## config.mk

```make
export PLATFORM = sky130hd
export DESIGN_NAME = affine_loop_ctrl
export DESIGN_NICKNAME = d
export VERILOG_FILES = /design/src/rtl/affine_loop_ctrl.sv
export SDC_FILE = /design/constraint.sdc
export NUM_CORES = 2
export LEC_CHECK = 0
export CAP_MARGIN = 20
export CORE_MARGIN = 8
export CORE_UTILIZATION = 33
export DETAILED_ROUTE_END_ITERATION = 10
export PLACE_DENSITY = 0.54
export SLEW_MARGIN = 20
export SYNTH_ARGS = -nofsm -noshare
export SYNTH_HDL_FRONTEND = slang
export SYNTH_SLANG_ARGS = --single-unit
```

## constraint.sdc

```tcl
create_clock -name i_clk -period 9.56 [get_ports i_clk]
set_clock_uncertainty 0.15 [all_clocks]
set_input_delay 0.956 -clock i_clk [delete_from_list [all_inputs] [get_ports i_clk]]
set_output_delay 0.956 -clock i_clk [all_outputs]
set_load 0.01 [all_outputs]
```

## src/rtl/affine_loop_ctrl.sv

```systemverilog
// Affine-schedule loop-nest controller driving one unified-buffer port (wen/ren + ctrl_vars).
// Optional stall input is compiled in when LOOP_CTRL_STALL_EN is defined.
module affine_loop_ctrl #(
    parameter int NDIM = 3,
    parameter int IW   = 16,
    parameter int TW   = 32
) (
    input  logic                    i_clk,
    input  logic                    i_rst,
    input  logic                    i_flush,
    input  logic [NDIM-1:0][IW-1:0] i_cfg_extent,
    input  logic [NDIM-1:0][TW-1:0] i_cfg_stride,
    input  logic [TW-1:0]           i_cfg_offset,
`ifdef LOOP_CTRL_STALL_EN
    input  logic                    i_stall,
`endif
    output logic                    o_valid,
    output logic [NDIM-1:0][IW-1:0] o_ctrl_vars,
    output logic                    o_done
);

    typedef enum logic [1:0] {
        S_IDLE = 2'd0,
        S_RUN  = 2'd1,
        S_DONE = 2'd2
    } state_t;

    state_t                  r_state;
    state_t                  w_state_nxt;
    logic [TW-1:0]           r_cnt;
    logic [TW-1:0]           r_next_t;
    logic [NDIM-1:0][IW-1:0] r_idx;
    logic [NDIM-1:0][IW-1:0] w_idx_adv;
    logic [TW-1:0]           w_next_t;
    logic                    w_last;
    logic                    w_zero_ext;
    logic                    w_stall;
    logic                    w_valid;
    logic                    w_done;
    logic                    w_carry;

`ifdef LOOP_CTRL_STALL_EN
    assign w_stall = i_stall;
`else
    assign w_stall = 1'b0;
`endif

    // Last-point and empty-nest detection from the current indices and extents.
    always_comb begin
        w_last     = 1'b1;
        w_zero_ext = 1'b0;
        for (int d = 0; d < NDIM; d++) begin
            w_last     = w_last & (r_idx[d] == (i_cfg_extent[d] - IW'(1)));
            w_zero_ext = w_zero_ext | (i_cfg_extent[d] == IW'(0));
        end
    end

    // Odometer advance: innermost dimension steps, wrapping dimensions carry outward.
    always_comb begin
        w_idx_adv = r_idx;
        w_carry   = 1'b1;
        for (int d = NDIM - 1; d >= 0; d--) begin
            if (!w_carry) begin
                w_idx_adv[d] = r_idx[d];
            end else if (r_idx[d] == (i_cfg_extent[d] - IW'(1))) begin
                w_idx_adv[d] = IW'(0);
            end else begin
                w_idx_adv[d] = r_idx[d] + IW'(1);
                w_carry      = 1'b0;
            end
        end
    end

    // Schedule time of the advanced point, modulo 2^TW.
    always_comb begin
        w_next_t = i_cfg_offset;
        for (int d = 0; d < NDIM; d++) begin
            w_next_t = w_next_t + (i_cfg_stride[d] * TW'(w_idx_adv[d]));
        end
    end

    // State register.
    always_ff @(posedge i_clk or posedge i_rst) begin
        if (i_rst) begin
            r_state <= S_IDLE;
        end else begin
            r_state <= w_state_nxt;
        end
    end

    // Next-state logic; flush restarts from any state.
    always_comb begin
        w_state_nxt = r_state;
        if (i_flush) begin
            w_state_nxt = w_zero_ext ? S_DONE : S_RUN;
        end else begin
            case (r_state)
                S_IDLE:  w_state_nxt = S_IDLE;
                S_RUN:   w_state_nxt = (w_valid && w_last) ? S_DONE : S_RUN;
                S_DONE:  w_state_nxt = S_DONE;
                default: w_state_nxt = S_IDLE;
            endcase
        end
    end

    // Output decode from registered state, counter and target time.
    always_comb begin
        w_valid = 1'b0;
        w_done  = 1'b0;
        case (r_state)
            S_RUN: begin
                w_valid = (r_cnt == r_next_t) && !w_stall;
                w_done  = 1'b0;
            end
            S_DONE: begin
                w_valid = 1'b0;
                w_done  = 1'b1;
            end
            default: begin
                w_valid = 1'b0;
                w_done  = 1'b0;
            end
        endcase
    end

    // Counter, indices and target time; the final point keeps its indices for DONE.
    always_ff @(posedge i_clk or posedge i_rst) begin
        if (i_rst) begin
            r_cnt    <= '0;
            r_next_t <= '0;
            r_idx    <= '0;
        end else if (i_flush) begin
            r_cnt    <= '0;
            r_next_t <= i_cfg_offset;
            r_idx    <= '0;
        end else if ((r_state == S_RUN) && !w_stall) begin
            r_cnt <= r_cnt + TW'(1);
            if (w_valid && !w_last) begin
                r_idx    <= w_idx_adv;
                r_next_t <= w_next_t;
            end else begin
                r_idx    <= r_idx;
                r_next_t <= r_next_t;
            end
        end else begin
            r_cnt    <= r_cnt;
            r_next_t <= r_next_t;
            r_idx    <= r_idx;
        end
    end

    assign o_valid     = w_valid;
    assign o_done      = w_done;
    assign o_ctrl_vars = r_idx;

endmodule

```

* Yosys cells after proc, flatten, opt, wreduce, memory -nomap -nowiden
Cells that the tools add are included.
** Word-level totals
- Register bits after elaboration :: 114
- Bits of input ports :: 179
- Output and inout port bits :: 50
- Word-level logic and storage cells :: 60
** Operators by class
- Add/subtract/negate cells :: 10
- $mul :: 3
- Equality and inequality tests :: 6
- Muxes and demuxes :: 22
- Bitwise gates (word level) :: 4
- Reduce and logical (&&, ||, !) cells :: 9
** Operators by type and width (count)
- 2-to-1 mux 32 bit :: 5
- 2-to-1 mux 48 bit :: 3
- adder 32 bit :: 3
- multiplier 32 x 16 -> 32 bit :: 3
- 2-to-1 mux 16 bit :: 5
- adder 16 x 1 -> 16 bit (second input constant) :: 3
- equality test 16 bit :: 3
- zero test 16 bit :: 3
- subtractor 16 x 1 -> 16 bit (second input constant) :: 3
- adder 32 x 1 -> 32 bit (second input constant) :: 1
- equality test 32 bit :: 1
- 2-to-1 mux 2 bit :: 3
- 2-to-1 mux 1 bit :: 5
- one-hot mux 2 bit (2 select lines) :: 1
- nonzero test 2 bit :: 2
- bitwise AND 1 bit :: 2
- equality test 2 x 1 -> 1 bit (second input constant) :: 1
- equality test 2 bit (second input constant) :: 1
- logical AND 1 bit :: 2
- OR 1 bit :: 2
- AND reduction 2 bit :: 1
- zero test 1 bit :: 1

* Depth between registers and ports, before layout
- Word-level depth :: 12
- Depth in mapped cells :: 44
- Gate-level depth less buffers :: 41

* Worst setup path after synthesis
Ideal clock, no wire load.
- Path kind :: in2reg
- Start :: input port i_cfg_extent[36] (netlist name)
- End :: register r_next_t[31]
- Library setup time :: 0.077 ns
- Arrival time :: 10.959 ns
- Required time :: 9.333 ns
- Slack :: -1.627 ns
- Cell stages on the path :: 40
- Buffers on the path :: 5
- Path through :: clkbuf_1 > or4_1 > o31a_1 > a211o_1 > a31o_2 > nand4_1 > clkbuf_1 > clkbuf_1 > and2_1 > clkbuf_1 > buf_1 > nand2_1 > fa_1 > inv_1 > fa_1 > inv_1 > fa_1 > inv_1 > (+4 left out) > inv_1 > fa_1 > inv_1 > fa_1 > fa_1 > xor2_1 > xnor2_1 > xnor2_1 > xnor2_1 > xnor2_1 > xnor2_1 > xnor2_1 > xnor3_1 > xnor3_1 > xnor3_1 > xnor3_1 > xnor3_1 > a21oi_1
** On the way
- Word-level cells in the longest chain between the ends :: 12
- Elaborated cells on any way between the ends :: 21
- Those cells by class :: add/sub (4); mul (3); eq/ne (1); mux (8); bitwise (1); reduce/logical (4)
** Ends and longest elaborated chain
- from (decl) :: RTL line 11 : input logic [NDIM-1:0][IW-1:0] i_cfg_extent,
- subtractor 16 x 1 -> 16 bit * :: RTL line 53, 65
- equality test 16 bit * :: RTL line 53, 65
- 2-to-1 mux 1 bit :: RTL line 65 : end else if (r_idx[d] == (i_cfg_extent[d] - IW'(1))) begin
- 2-to-1 mux 1 bit :: RTL line 63 : if (!w_carry) begin
- 2-to-1 mux 16 bit :: RTL line 63
- multiplier 32 x 16 -> 32 bit :: RTL line 78 : w_next_t = w_next_t + (i_cfg_stride[d] * TW'(w_idx_adv[d]));
- adder 32 bit (3 in a row) :: RTL line 78
- 2-to-1 mux 32 bit :: RTL line 138 : if (w_valid && !w_last) begin
- 2-to-1 mux 32 bit :: RTL line 136 : end else if ((r_state == S_RUN) && !w_stall) begin
- 2-to-1 mux 32 bit :: RTL line 132 : end else if (i_flush) begin
- to (signal assigned) :: RTL line 134 : r_next_t <= i_cfg_offset;
- to (signal assigned) :: RTL line 140 : r_next_t <= w_next_t;
- to (signal assigned) :: RTL line 143 : r_next_t <= r_next_t;
- to (decl) :: RTL line 31 : logic [TW-1:0] r_next_t;
Every way passes the cells marked *; elsewhere a longest branch is shown, timed or not. The select of a mux whose other input is x is not followed.
A chain may end at the register's enable or synchronous reset.

* Worst setup path in the final report
- Start :: input port i_cfg_extent[22] (netlist name)
- End :: register r_next_t[31]
The elaborated chain is that of the path after synthesis.

==> run metrics <==
Post-route DRC 0; Port Buffers 228; nets 7,150; number of synthesized flops with an enable pin 0; top-count cell post-synth inv_1; Synth top area share 0.479; Placed Cells 7,385; Fin. Hold Viols 0; initial DRC count 2,090; CP max stage cell fa_2; register-to-register setup slack -1.01 ns; clk_lat worst skew 0.49 ns; PwrDens 39.4 nW/um^2; PnR worst setup slack -1.42 ns; Ys Warns 0; Critical Path Start Type primary input; Root Buffer clkbuf_16; outcome finished with violations; Placer Congestion 0.889; Cells after Synth 5,045; post-synth top area cell fa_1; register area share after synthesis 0.0648; antenna violations before repair 11; die area 145,000 um^2; top achievable clock speed 91.1 MHz; share of cells above drive strength 1 0.181; core box area 133,000 um^2; crit end category flop; Sum Neg Setup Slack -21.33 ns; Main synth FF type dfrtp_1; Worst-path clk slew 0.07 ns; fraction of registers with async set/reset 1.00; TritonCTS Buffers 17; row cnt 134; cts hold-fix bufs 0; failing checks setup timing; Synth area leaders fa_1 (48%), inv_1 (10%), nand2_1 (7.2%); Tot GR Track Use 0.209; vias per cell 4.78; HPWL Detailed 131 mm; total gr overflow 0; Wirelength per Cell 20.2 um; kind of critical path primary input to flop; fin util 0.424; synth unique cells 78; CTS tree built; commonest cells in the netlist inv_1 (1,203), fa_1 (1,054), nand2_1 (848); register bit count reported by yosys 114; Overall Power 2.22 mW; DRT Pass-1 Iters 5; largest incremental delay on the critical path 0.63 ns; CTS H-tree depth 4; clock sinks 114; max-cap violation count 0; WL final 152 mm; Antenna Violating Nets Remaining 0; Die Wd 381 um; fillcell total 13,000; clock buffer depth 2; RSZ-0062 raised after global routing true; setup violators final 21; chip height 381 um; Leak 27.3 nW; Arrival @ worst endpoint 11.24 ns; slew of the pin with the lowest slew margin 0.952 ns; initial core utilization 0.331; dpl ws -2.45 ns; max-slew violations 0; largest net degree at the start of global routing 76; most numerous cell on the critical path fa_1; vias in the first global route 39,000; Area Overhead vs Synth 28.0%; Worst Path Required 9.82 ns; via count 36,000; Synth Cell Area 44,000 um^2; Non-Filler Instances 7,537; Tmin final 10.98 ns; Mapped Nets 6,441; Ports 229; mean post-synth cell area 8.72 um^2; first-pass GRT wire length 235 mm; Tcrit/Tclk final 1.15; hold crit path type flop to flop; worst vdd ir 132 uV; CP max FO 5; Slew HR 0.365
-- where the power goes --
part | total, mW | internal, mW | leakage, nW | switching [mW]
registers | 0.514 | 0.497 | 1.52 | 0.0169
clock network | 0.709 | 0.431 | 0.300 | 0.278
logic | 0.996 | 0.463 | 25.5 | 0.533
total | 2.22 | 1.39 | 27.3 | 0.828
-- final timing paths --
| path | to | cells past startpoint | startpoint |
|---|---|---|---|
| max reg2reg | r_next_t[31] | 42 | o_ctrl_vars[34] |
| max in group asynchronous | r_next_t[20] | 3 | i_rst |
| min | r_next_t[13] | 2 | r_next_t[13] |
| min reg2reg | r_next_t[13] | 2 | r_next_t[13] |
| min in group asynchronous | o_ctrl_vars[1] | 2 | i_rst |
| max | r_next_t[31] | 44 | i_cfg_extent[22] |
-- metrics by stage --
stage	cell area, um^2	hold slack (ns)
floorplan	44700	0.379
global placement	53500	0.396
CTS	55400	0.440
finish	56300	0.432
global route	56300	0.456
detailed placement	53500	0.430
-- registers in the layout, indices dropped and copies added, names as in the netlist --
name and cells:
o_ctrl_vars 48, r_next_t 32, r_state 2, r_cnt 32
-- layer usage --
metal  routed length, um  GRT usage  share of wire  vias to the layer above
met5                  34          0        0.00022                        -
met4                4480     0.0567          0.030                        6
met3               10600     0.0421          0.070                      233
met2               70200      0.336           0.46                     1129
met1               66600      0.287           0.44                    18500
li1                    -          -              -                    16100
-- cell usage in the layout (no fill, tap or decap), types with 19 or more instances in the layout --
cell and instances:
o21ai_0 55, clkdlybuf4s50_1 192, xor2_1 94, ha_1 149, nand3_1 33, buf_4 569, and3_1 19, clkbuf_16 19
nor2_1 127, nand2_1 837, fa_2 39, or3_1 27, nor2b_1 46, nand2b_1 38, o21ai_1 26, fa_1 1015
buf_6 53, buf_12 87, xnor2_1 110, a21oi_1 77, nor3_1 32, and2_1 370, dfrtp_1 114, inv_1 1186
nand4_1 27
-- cell families (layout without fill, tap and decap cells) --
logic type               count (synthesis)  count (layout)  synth area share
AND/OR/NAND/NOR                       1700            1700             0.187
buffers and inverters                 1453            2175             0.124
adder cells (fa/ha/maj)               1217            1217             0.526
AO/OA/AOI/OAI                          307             307            0.0429
XOR/XNOR                               228             228            0.0495
flip-flops                             114             114            0.0648
multiplexers                            26              26           0.00620
other                                    0               2                 0
-- worst max-delay path: cells and delay by family --
kind,cells,cell delay [ns]
XOR/XNOR,1,0.38
adder cells (fa/ha/maj),10,4.92
AO/OA/AOI/OAI,13,2.30
buffers and inverters,15,1.62
AND/OR/NAND/NOR,5,1.02
-- what timing repair did --
item	4_1_cts	5_1_grt
cloned	3	3
endpoints found under the setup margin	23	25
resized for setup	260	158
pin swaps	114	108
setup buffers	71	47
-- area by class of cell --
class / instances / area, um^2 / area share
inverters: 1203 / 4520 / 0.0802
repair buffers: 940 / 8940 / 0.159
diodes: 2 / 5.00 / 0.0000888
clock inverters: 11 / 150 / 0.00266
flip-flops and latches: 114 / 2850 / 0.0506
multi-input cells: 3478 / 37200 / 0.660
clock buffers: 21 / 470 / 0.00835
well taps: 1768 / 2210 / 0.0393
No activity file was read; power rests on OpenSTA's default activity.
